**src/rtl/prog_loader.sv**
```systemverilog
// prog_loader: boot-time program loader placed in front of `computer`.
//
// Accepts an image as a byte stream (LEN_HI, LEN_LO, 4*N data bytes, CHK),
// packs the data bytes big-endian into n-bit instruction words, writes each
// word into the instruction memory and keeps the CPU in reset until the
// whole image has arrived and its XOR checksum matches.
//
// Ports
//   clk          system clock, rising edge
//   reset        asynchronous reset, active low
//   start        one-cycle pulse that begins a load (IDLE, RUN, ERROR only)
//   in_data      stream byte
//   in_valid     in_data is valid
//   in_ready     loader can accept a byte (LEN_HI, LEN_LO, DATA, CHECK)
//   imem_we      imem write strobe, one cycle per word
//   imem_addr    imem word address
//   imem_wdata   imem write data
//   cpu_reset    active-high reset to the CPU, low only in RUN
//   done         image loaded and verified, CPU running
//   error        load failed (oversize length or bad checksum)
//   words_loaded number of words written during the current load
module prog_loader #(
    parameter int n  = 32,
    parameter int AW = 6
) (
    input  logic          clk,
    input  logic          reset,
    input  logic          start,
    input  logic [7:0]    in_data,
    input  logic          in_valid,
    output logic          in_ready,
    output logic          imem_we,
    output logic [AW-1:0] imem_addr,
    output logic [n-1:0]  imem_wdata,
    output logic          cpu_reset,
    output logic          done,
    output logic          error,
    output logic [15:0]   words_loaded
);

    localparam int unsigned DEPTH = 2 ** AW;

    typedef enum logic [2:0] {
        S_IDLE,
        S_LEN_HI,
        S_LEN_LO,
        S_DATA,
        S_CHECK,
        S_RUN,
        S_ERROR
    } state_t;

    state_t        state, state_nxt;
    logic [15:0]   len;
    logic [1:0]    byte_cnt;
    logic [7:0]    xor_acc;
    logic [n-9:0]  word_reg;   // first three bytes of the word being assembled

    logic          accept;
    logic          start_ok;
    logic [15:0]   len_full;
    logic          last_byte;
    logic          last_word;

    assign in_ready  = (state == S_LEN_HI) || (state == S_LEN_LO) ||
                       (state == S_DATA)   || (state == S_CHECK);
    assign accept    = in_valid && in_ready;
    assign start_ok  = start && ((state == S_IDLE) || (state == S_RUN) ||
                                 (state == S_ERROR));
    // Length as it stands while the low byte is on the bus.
    assign len_full  = {len[15:8], in_data};
    assign last_byte = (byte_cnt == 2'd3);
    // words_loaded doubles as the index of the word being assembled.
    assign last_word = (words_loaded == len - 16'd1);

    assign cpu_reset = (state != S_RUN);
    assign done      = (state == S_RUN);
    assign error     = (state == S_ERROR);

    // NOTE: sequential state uses non-blocking (<=) so every register samples
    // pre-edge values; blocking here would create order-dependent races.
    always_ff @(posedge clk or negedge reset) begin
        if (!reset) begin
            state <= S_IDLE;
        end else begin
            state <= state_nxt;
        end
    end

    // NOTE: state_nxt gets a default before the case so no path leaves it
    // unassigned; a missing default in always_comb infers a latch.
    always_comb begin
        state_nxt = state;
        unique case (state)
            S_IDLE:   if (start) state_nxt = S_LEN_HI;
            S_LEN_HI: if (accept) state_nxt = S_LEN_LO;
            S_LEN_LO: begin
                if (accept) begin
                    if (32'(len_full) > DEPTH) begin
                        state_nxt = S_ERROR;
                    end else if (len_full == 16'd0) begin
                        state_nxt = S_CHECK;
                    end else begin
                        state_nxt = S_DATA;
                    end
                end
            end
            S_DATA:   if (accept && last_byte && last_word) state_nxt = S_CHECK;
            S_CHECK: begin
                if (accept) begin
                    state_nxt = (in_data == xor_acc) ? S_RUN : S_ERROR;
                end
            end
            S_RUN, S_ERROR: if (start) state_nxt = S_LEN_HI;
            default:  state_nxt = S_IDLE;
        endcase
    end

    // NOTE: the word assembly register is reset along with the rest; it is a
    // handful of flops, not a memory array, so the reset costs nothing real.
    always_ff @(posedge clk or negedge reset) begin
        if (!reset) begin
            len          <= '0;
            byte_cnt     <= '0;
            xor_acc      <= '0;
            word_reg     <= '0;
            imem_we      <= 1'b0;
            imem_addr    <= '0;
            imem_wdata   <= '0;
            words_loaded <= '0;
        end else begin
            imem_we <= 1'b0;
            if (start_ok) begin
                len          <= '0;
                byte_cnt     <= '0;
                xor_acc      <= '0;
                words_loaded <= '0;
            end else if (accept) begin
                // Also folds in the CHK byte; harmless, the load ends there.
                xor_acc <= xor_acc ^ in_data;
                case (state)
                    S_LEN_HI: len[15:8] <= in_data;
                    S_LEN_LO: len[7:0]  <= in_data;
                    S_DATA: begin
                        byte_cnt <= byte_cnt + 2'd1;
                        if (last_byte) begin
                            // Launch the write straight from the bus byte so the
                            // next word's first byte can land on the next edge.
                            imem_we      <= 1'b1;
                            imem_addr    <= words_loaded[AW-1:0];
                            imem_wdata   <= {word_reg, in_data};
                            words_loaded <= words_loaded + 16'd1;
                        end else begin
                            word_reg <= {word_reg[n-17:0], in_data};
                        end
                    end
                    default: ;
                endcase
            end
        end
    end

endmodule

```
**config.mk**
```make
export PLATFORM = sky130hd
export DESIGN_NAME = prog_loader
export DESIGN_NICKNAME = d
export VERILOG_FILES = /design/src/rtl/prog_loader.sv
export SDC_FILE = /design/constraint.sdc
export NUM_CORES = 1
export LEC_CHECK = 0
export BUFFER_PORTS_ARGS = -buffer_cell sky130_fd_sc_hd__buf_2
export CORE_AREA = 2 2 81 142
export DETAILED_ROUTE_END_ITERATION = 8
export DIE_AREA = 0 0 83 144
export HOLD_SLACK_MARGIN = 0.03
export PLACE_DENSITY = 0.68
export SYNTH_ARGS = -nofsm -noshare
export SYNTH_HDL_FRONTEND = slang
export SYNTH_SLANG_ARGS = --single-unit
```
**constraint.sdc**
```tcl
create_clock -name clk -period 4 [get_ports clk]
set_clock_uncertainty 0.1 [all_clocks]
set_input_delay 0.8 -clock clk [delete_from_list [all_inputs] [get_ports clk]]
set_output_delay 0.8 -clock clk [all_outputs]
set_load 0.01 [all_outputs]
```
==> reports/metrics.csv, run 1 <==
metric,value,unit
Core Rows,51,
Tot GR Track Use,0.210,
fin crit share,0.716,
switching share of power,0.367,
global-route wire length before repair,20.4,mm
die area,12000,µm²
Die Y,144,µm
I/O pins,71,
Pre-Repair DR Iteration Count,4,
CTS tree,built,
RD Place Congestion,0.869,
pre-CTS setup slack,1.02,ns
pin count of the biggest net entering global routing,60,
Post-DRT Antenna Nets,0,
synthesized flop and latch total,108,
vias,4092,
CTS buffer count,9,
total negative setup slack,0,ns
max FFs per register,32,
internal power,0.00236,W
final WL,12.0,mm
Hold WC Path Type,register to register,
crit path time final,2.87,ns
Critical Path RT,4.08,ns
CP max FO,6,
unrepaired setup endpoints after global routing,false,
sequential fraction of the synthesis area,0.511,
P_leak,3.01,nW
status,"finished, final reports clean",
Max Cap Viol,0,
Syn Area/Cell,9.35,µm²
Gate power share,0.332,
final hold vios,0,
crit end category,register,
clock power share,0.226,
worst setup margin,1.13,ns
synth unique cells,58,
hold-critical path depth,2,
drc violations,0,
Hold Slack,0.364,ns
antenna violations before repair,0,
diode count,0,
"area leader, netlist",dfrtp_1,
Reg power frac,0.442,
share of post-route cells with drive strength above 1,0.178,
Post-synth top flop,dfrtp_1,
clk buf depth,2,
core region area,10900,µm²
H-tree depth,3,
VDD IR max,383,µV
worst-margin pin slew,0.762,ns
initial drt markers,177,
Sw Pwr,0.00137,W
Cells after Synth,566,
PortBufs,70,
Area after DPL,5700,µm²
Fmax achieved,349,MHz
beginning of the worst register-to-register path,len[0],
buffer type at the clock tree root,clkbuf_16,
reg2reg end,state[0],
Post-synth EDFFs,0,
Post-Layout Inst Area,5980,µm²
max-slew violations,0,
Filler cells,992,
CTS-repair resized insts,0,
Final Setup Violations,0,
min-delay src,word_reg[19],
Initial Util,0.485,
Post-DP HPWL,8.57,mm
Power Density,625,nW/µm²
dominant cells by area after synthesis,"dfrtp_1 51%, nand2_1 11%, mux2_1 4.3%",
WP data arrival,2.95,ns
final net count,629,
worst reg-to-reg setup slack,1.13,ns
Vias/cell,5.45,
# hold bufs at CTS,0,
Worst-Skew Late Latency,0.34,ns
P&R area growth vs syn,13.0,%
CTS Sinks,108,
yosys warns,0,
Post-CTS Setup Inserts,0,
die width,83,µm
top cell type's share of synthesized area,0.511,
total gr overflow,0,
async set-reset flop share out of synthesis,1.00,
R2R cell count,8,
Clock transition at path regs,0.07,ns
Final Util,0.548,
synthesized cell area,5290,µm²
WL per Instance,16.0,µm
Slew HR,0.492,
WS Path Type,register to register,
Hold Crit Endpoint,imem_wdata[27],
crit path launch type,register,
net count after synthesis,581,
vias in the first global route,4268,
## critical path, stage by stage, from the launching register on
cell and delay (ns):
dfrtp_1 0.42, inv_1 0.10, ha_1 0.25, nor4b_1 0.54
nand4_1 0.18, xnor2_1 0.17, a311o_1 0.29, nor4_2 0.52
a31oi_1 0.16
## synthesized netlist by cell type, drive strengths merged (2+ instances only)
library cell / count
a21oi: 13
a31oi: 3
and3: 2
buf: 8
clkbuf: 34
dfrtp: 108
ha: 3
inv: 10
mux2: 26
mux2i: 2
nand2: 160
nand2b: 2
nand3: 11
nand3b: 4
nand4: 7
nor2: 38
nor2b: 2
nor3: 13
nor3b: 2
nor4: 4
nor4b: 6
o211ai: 2
o21a: 2
o21ai: 26
o22ai: 2
o31ai: 5
or3: 4
or4: 2
or4b: 2
xnor2: 24
xor2: 24
## final cells by class
cell class	instances	area, µm²	share of cell area
tap	132	165	0.0276
clock inverter	7	57.6	0.00963
timing repair buffer	79	420	0.0703
sequential	108	2700	0.452
inverter	10	37.5	0.00628
multi-input combinational	406	2370	0.397
clock buffer	9	225	0.0377
## metrics by stage
| step | cells | total power (W) |
|---|---|---|
| after floorplan | 566 | 0.00259 |
| after global placement | 735 | 0.00285 |
| after detailed placement | 735 | 0.00290 |
| after CTS | 751 | 0.00375 |
| after global routing | 751 | 0.00399 |
| final | 751 | 0.00374 |
## power by group through the flow
stage               clock [W]  sequential (W)  combinational [W]
floorplan                   0         0.00153            0.00106
global placement            0         0.00165            0.00120
detailed placement          0         0.00167            0.00124
CTS                  0.000859         0.00165            0.00125
global route         0.000904         0.00169            0.00140
finish               0.000844         0.00165            0.00124
## layout by cell type (no fill, tap or decap), types with 12 or more instances in the layout
master / count
nand2_1: 160
dfrtp_1: 108
buf_2: 69
nor2_1: 38
xnor2_1: 24
xor2_1: 24
o21ai_0: 21
mux2_1: 20
a21oi_1: 13
nor3_1: 12
## worst max-delay path by stage
| stage | start | endpoint | slack [ns] | cells after the start |
|---|---|---|---|---|
| after floorplan | len[0] | state[0] | 1.60 | 8 |
| after global placement | in_valid | words_loaded[12] | 1.16 | 8 |
| after detailed placement | in_valid | words_loaded[12] | 1.02 | 8 |
| after CTS | len[0] | state[0] | 1.16 | 8 |
| after global routing | len[0] | state[0] | 1.02 | 8 |
| final | len[0] | state[0] | 1.13 | 8 |
## routing by layer
metal	part of all wire	global-route usage	vias up	wire length, µm
met2	0.55	0.396	88	6580
met5	0	0	-	0
li1	-	-	1969	-
met3	0.033	0.0280	19	399
met4	0.024	0.0837	0	295
met1	0.40	0.239	2016	4780
## cells by family after synthesis
group                    Yosys count  synth area share
XOR/XNOR                          48            0.0794
buffers and inverters             52            0.0418
flip-flops                       108             0.511
multiplexers                      28            0.0598
adder cells (fa/ha/maj)            3           0.00709
AO/OA/AOI/OAI                     61            0.0695
AND/OR/NAND/NOR                  266             0.232
(Power assumes the default switching activity.)
==> run 2: changes to the inputs <==
--- a/config.mk
+++ b/config.mk
@@ -10,7 +10,7 @@
 export DETAILED_ROUTE_END_ITERATION = 8
 export DIE_AREA = 0 0 83 144
 export HOLD_SLACK_MARGIN = 0.03
-export PLACE_DENSITY = 0.68
+export PLACE_DENSITY = 0.71
 export SYNTH_ARGS = -nofsm -noshare
 export SYNTH_HDL_FRONTEND = slang
 export SYNTH_SLANG_ARGS = --single-unit
==> constraint.sdc (replaced) <==
create_clock -name clk -period 2.6 [get_ports clk]
set_clock_uncertainty 0.1 [all_clocks]
set_input_delay 0.52 -clock clk [delete_from_list [all_inputs] [get_ports clk]]
set_output_delay 0.52 -clock clk [all_outputs]
set_load 0.01 [all_outputs]
==> run 2 against run 1 <==
Effect of this change:
- global-route usage is 1.5 points higher
- maximum frequency is 15% higher
- clock power is 56% higher
- first-iteration DRC count is 67% higher
- critical endpoint is now state[2]
- cell count is 2.8% higher
- largest cell class unchanged
==> reports/metrics.csv, run 2 (same netlist as run 1, synthesis figures left out) <==
metric,value,unit,change
WL per Instance,16.6,µm,+3.8%
core region area,10900,µm²,unchanged
Initial Util,0.485,,unchanged
total gr overflow,0,,unchanged
crit path launch type,register,,
Filler cells,934,,-5.8%
I/O pins,71,,unchanged
Die Y,144,µm,unchanged
Placed Cells,755,,+2.7%
vias in the first global route,4273,,+0.12%
max-slew violations,0,,unchanged
Core Rows,51,,unchanged
most frequent cells in the layout,"160 x nand2_1, 108 x dfrtp_1, 69 x buf_2, 38 x nor2_1, 27 x buf_4",,
PnR Total Power,0.00606,W,+62%
Power Density,979,nW/µm²,+57%
pin count of the biggest net entering global routing,44,,-27%
max FFs per register,32,,unchanged
Slew HR,0.681,,+0.189
Fmax achieved,403,MHz,+15%
final net count,650,,+3.3%
Vias/cell,5.43,,-0.37%
Clock transition at path regs,0.07,ns,about the same
CTS Sinks,108,,unchanged
vias,4191,,+2.4%
Post-DP HPWL,9.43,mm,+10%
Pre-Repair DR Iteration Count,4,,unchanged
status,"finished, final reports clean",,
Tot GR Track Use,0.226,,+0.0154
die width,83,µm,unchanged
total negative setup slack,0,ns,unchanged
final hold vios,0,,unchanged
drc violations,0,,unchanged
CP max FO,6,,unchanged
Post-DRT Antenna Nets,0,,unchanged
die area,12000,µm²,unchanged
pre-CTS setup slack,0.0694,ns,-0.953 ns
Worst-Skew Late Latency,0.35,ns,about the same
share of post-route cells with drive strength above 1,0.208,,+0.0301
P_leak,3.12,nW,+3.8%
Final Setup Violations,0,,unchanged
crit path time final,2.48,ns,-0.381 ns
CTS buffer count,9,,unchanged
PortBufs,70,,unchanged
worst setup margin,0.116,ns,-1.02 ns
"commonest non-fill, non-tap cell in the layout",nand2_1,,
Post-CTS Setup Inserts,0,,unchanged
initial drt markers,295,,+67%
Hold WC Path Type,register to register,,
R2R cell count,10,,+2
worst-margin pin slew,0.478,ns,-0.284 ns
global-route wire length before repair,21.2,mm,+4.0%
P&R area growth vs syn,17.0,%,
unrepaired setup endpoints after global routing,false,,
clk buf depth,2,,unchanged
CTS tree,built,,
VDD IR max,551,µV,+44%
final WL,12.9,mm,+6.7%
crit end category,register,,
Final Non-Filler Cells,772,,+2.8%
WP data arrival,2.63,ns,-0.32 ns
H-tree depth,3,,unchanged
fin crit share,0.956,,+0.239
antenna violations before repair,0,,unchanged
hold-critical path depth,2,,unchanged
RD Place Congestion,0.875,,+0.60%
WS Path Type,register to register,,
diode count,0,,unchanged
Max Cap Viol,0,,unchanged
Hold Slack,0.369,ns,+0.00522 ns
buffer type at the clock tree root,clkbuf_16,,
Critical Path RT,2.74,ns,-1.34 ns
run 2: cell types whose count changed in the layout (fill, tap and decap cells not counted), sizes merged:
| cell | before | now |
|---|---|---|
| clkinvlp | 1 | 2 |
| inv | 13 | 12 |
| dlygate4sd3 | 0 | 1 |
| buf | 79 | 99 |
run 2: area by class of cell:
class	instances	area, µm²	area share
clock buffer	9	225	0.0364
inverter	10	37.5	0.00606
sequential	108	2700	0.436
clock inverter	7	60.1	0.00970
tap	132	165	0.0267
timing repair buffer	100	618	0.0998
multi-input combinational	406	2380	0.385
run 2: worst paths after layout:
| check | start | to | slack (ns) |
|---|---|---|---|
| max in group asynchronous | reset | imem_wdata[1] | 1.04 |
| min in group asynchronous | reset | imem_wdata[23] | 0.56 |
| worst max register to register | len[0] | state[2] | 0.12 |
| worst max-delay path | len[0] | state[2] | 0.12 |
| worst min-delay path | word_reg[23] | imem_wdata[31] | 0.37 |
| worst min register to register | word_reg[23] | imem_wdata[31] | 0.37 |
run 2: timing repair:
action,in CTS,in global routing
endpoints found under the setup margin,0,3
hold endpoints to repair,1,0
hold buffers,1,0
gates resized for setup,0,4
run 2: per-stage QoR:
| step | util | cell area, µm² |
|---|---|---|
| floorplan | - | 5290 |
| global placement | 0.539 | 5880 |
| detailed placement | 0.539 | 5880 |
| CTS | 0.566 | 6180 |
| global route | 0.568 | 6190 |
| finish | 0.568 | 6190 |
run 2: critical path, stage by stage, from the launching register on:
cell and delay, ns:
dfrtp_1 0.39, inv_1 0.09, ha_2 0.22, or4b_4 0.50, buf_4 0.16, o211ai_1 0.16, o311ai_1 0.12, a21oi_1 0.19
nor4_2 0.07, buf_4 0.17, a31o_1 0.21
run 2: layer usage:
layer	up-vias	track usage	share of wire	wire, µm
met5	-	0	0	0
met4	0	0.107	0.035	446
met3	29	0.0457	0.030	387
met2	83	0.413	0.55	7060
met1	2067	0.249	0.39	4960
li1	2012	-	-	-
run 2: power breakdown:
group	leakage (nW)	switching [W]	total [W]	internal (W)
Combinational	1.54	0.00121	0.00230	0.00109
Clock	0.135	0.000651	0.00132	0.000665
Sequential	1.45	0.000368	0.00244	0.00208
Total	3.12	0.00223	0.00606	0.00384
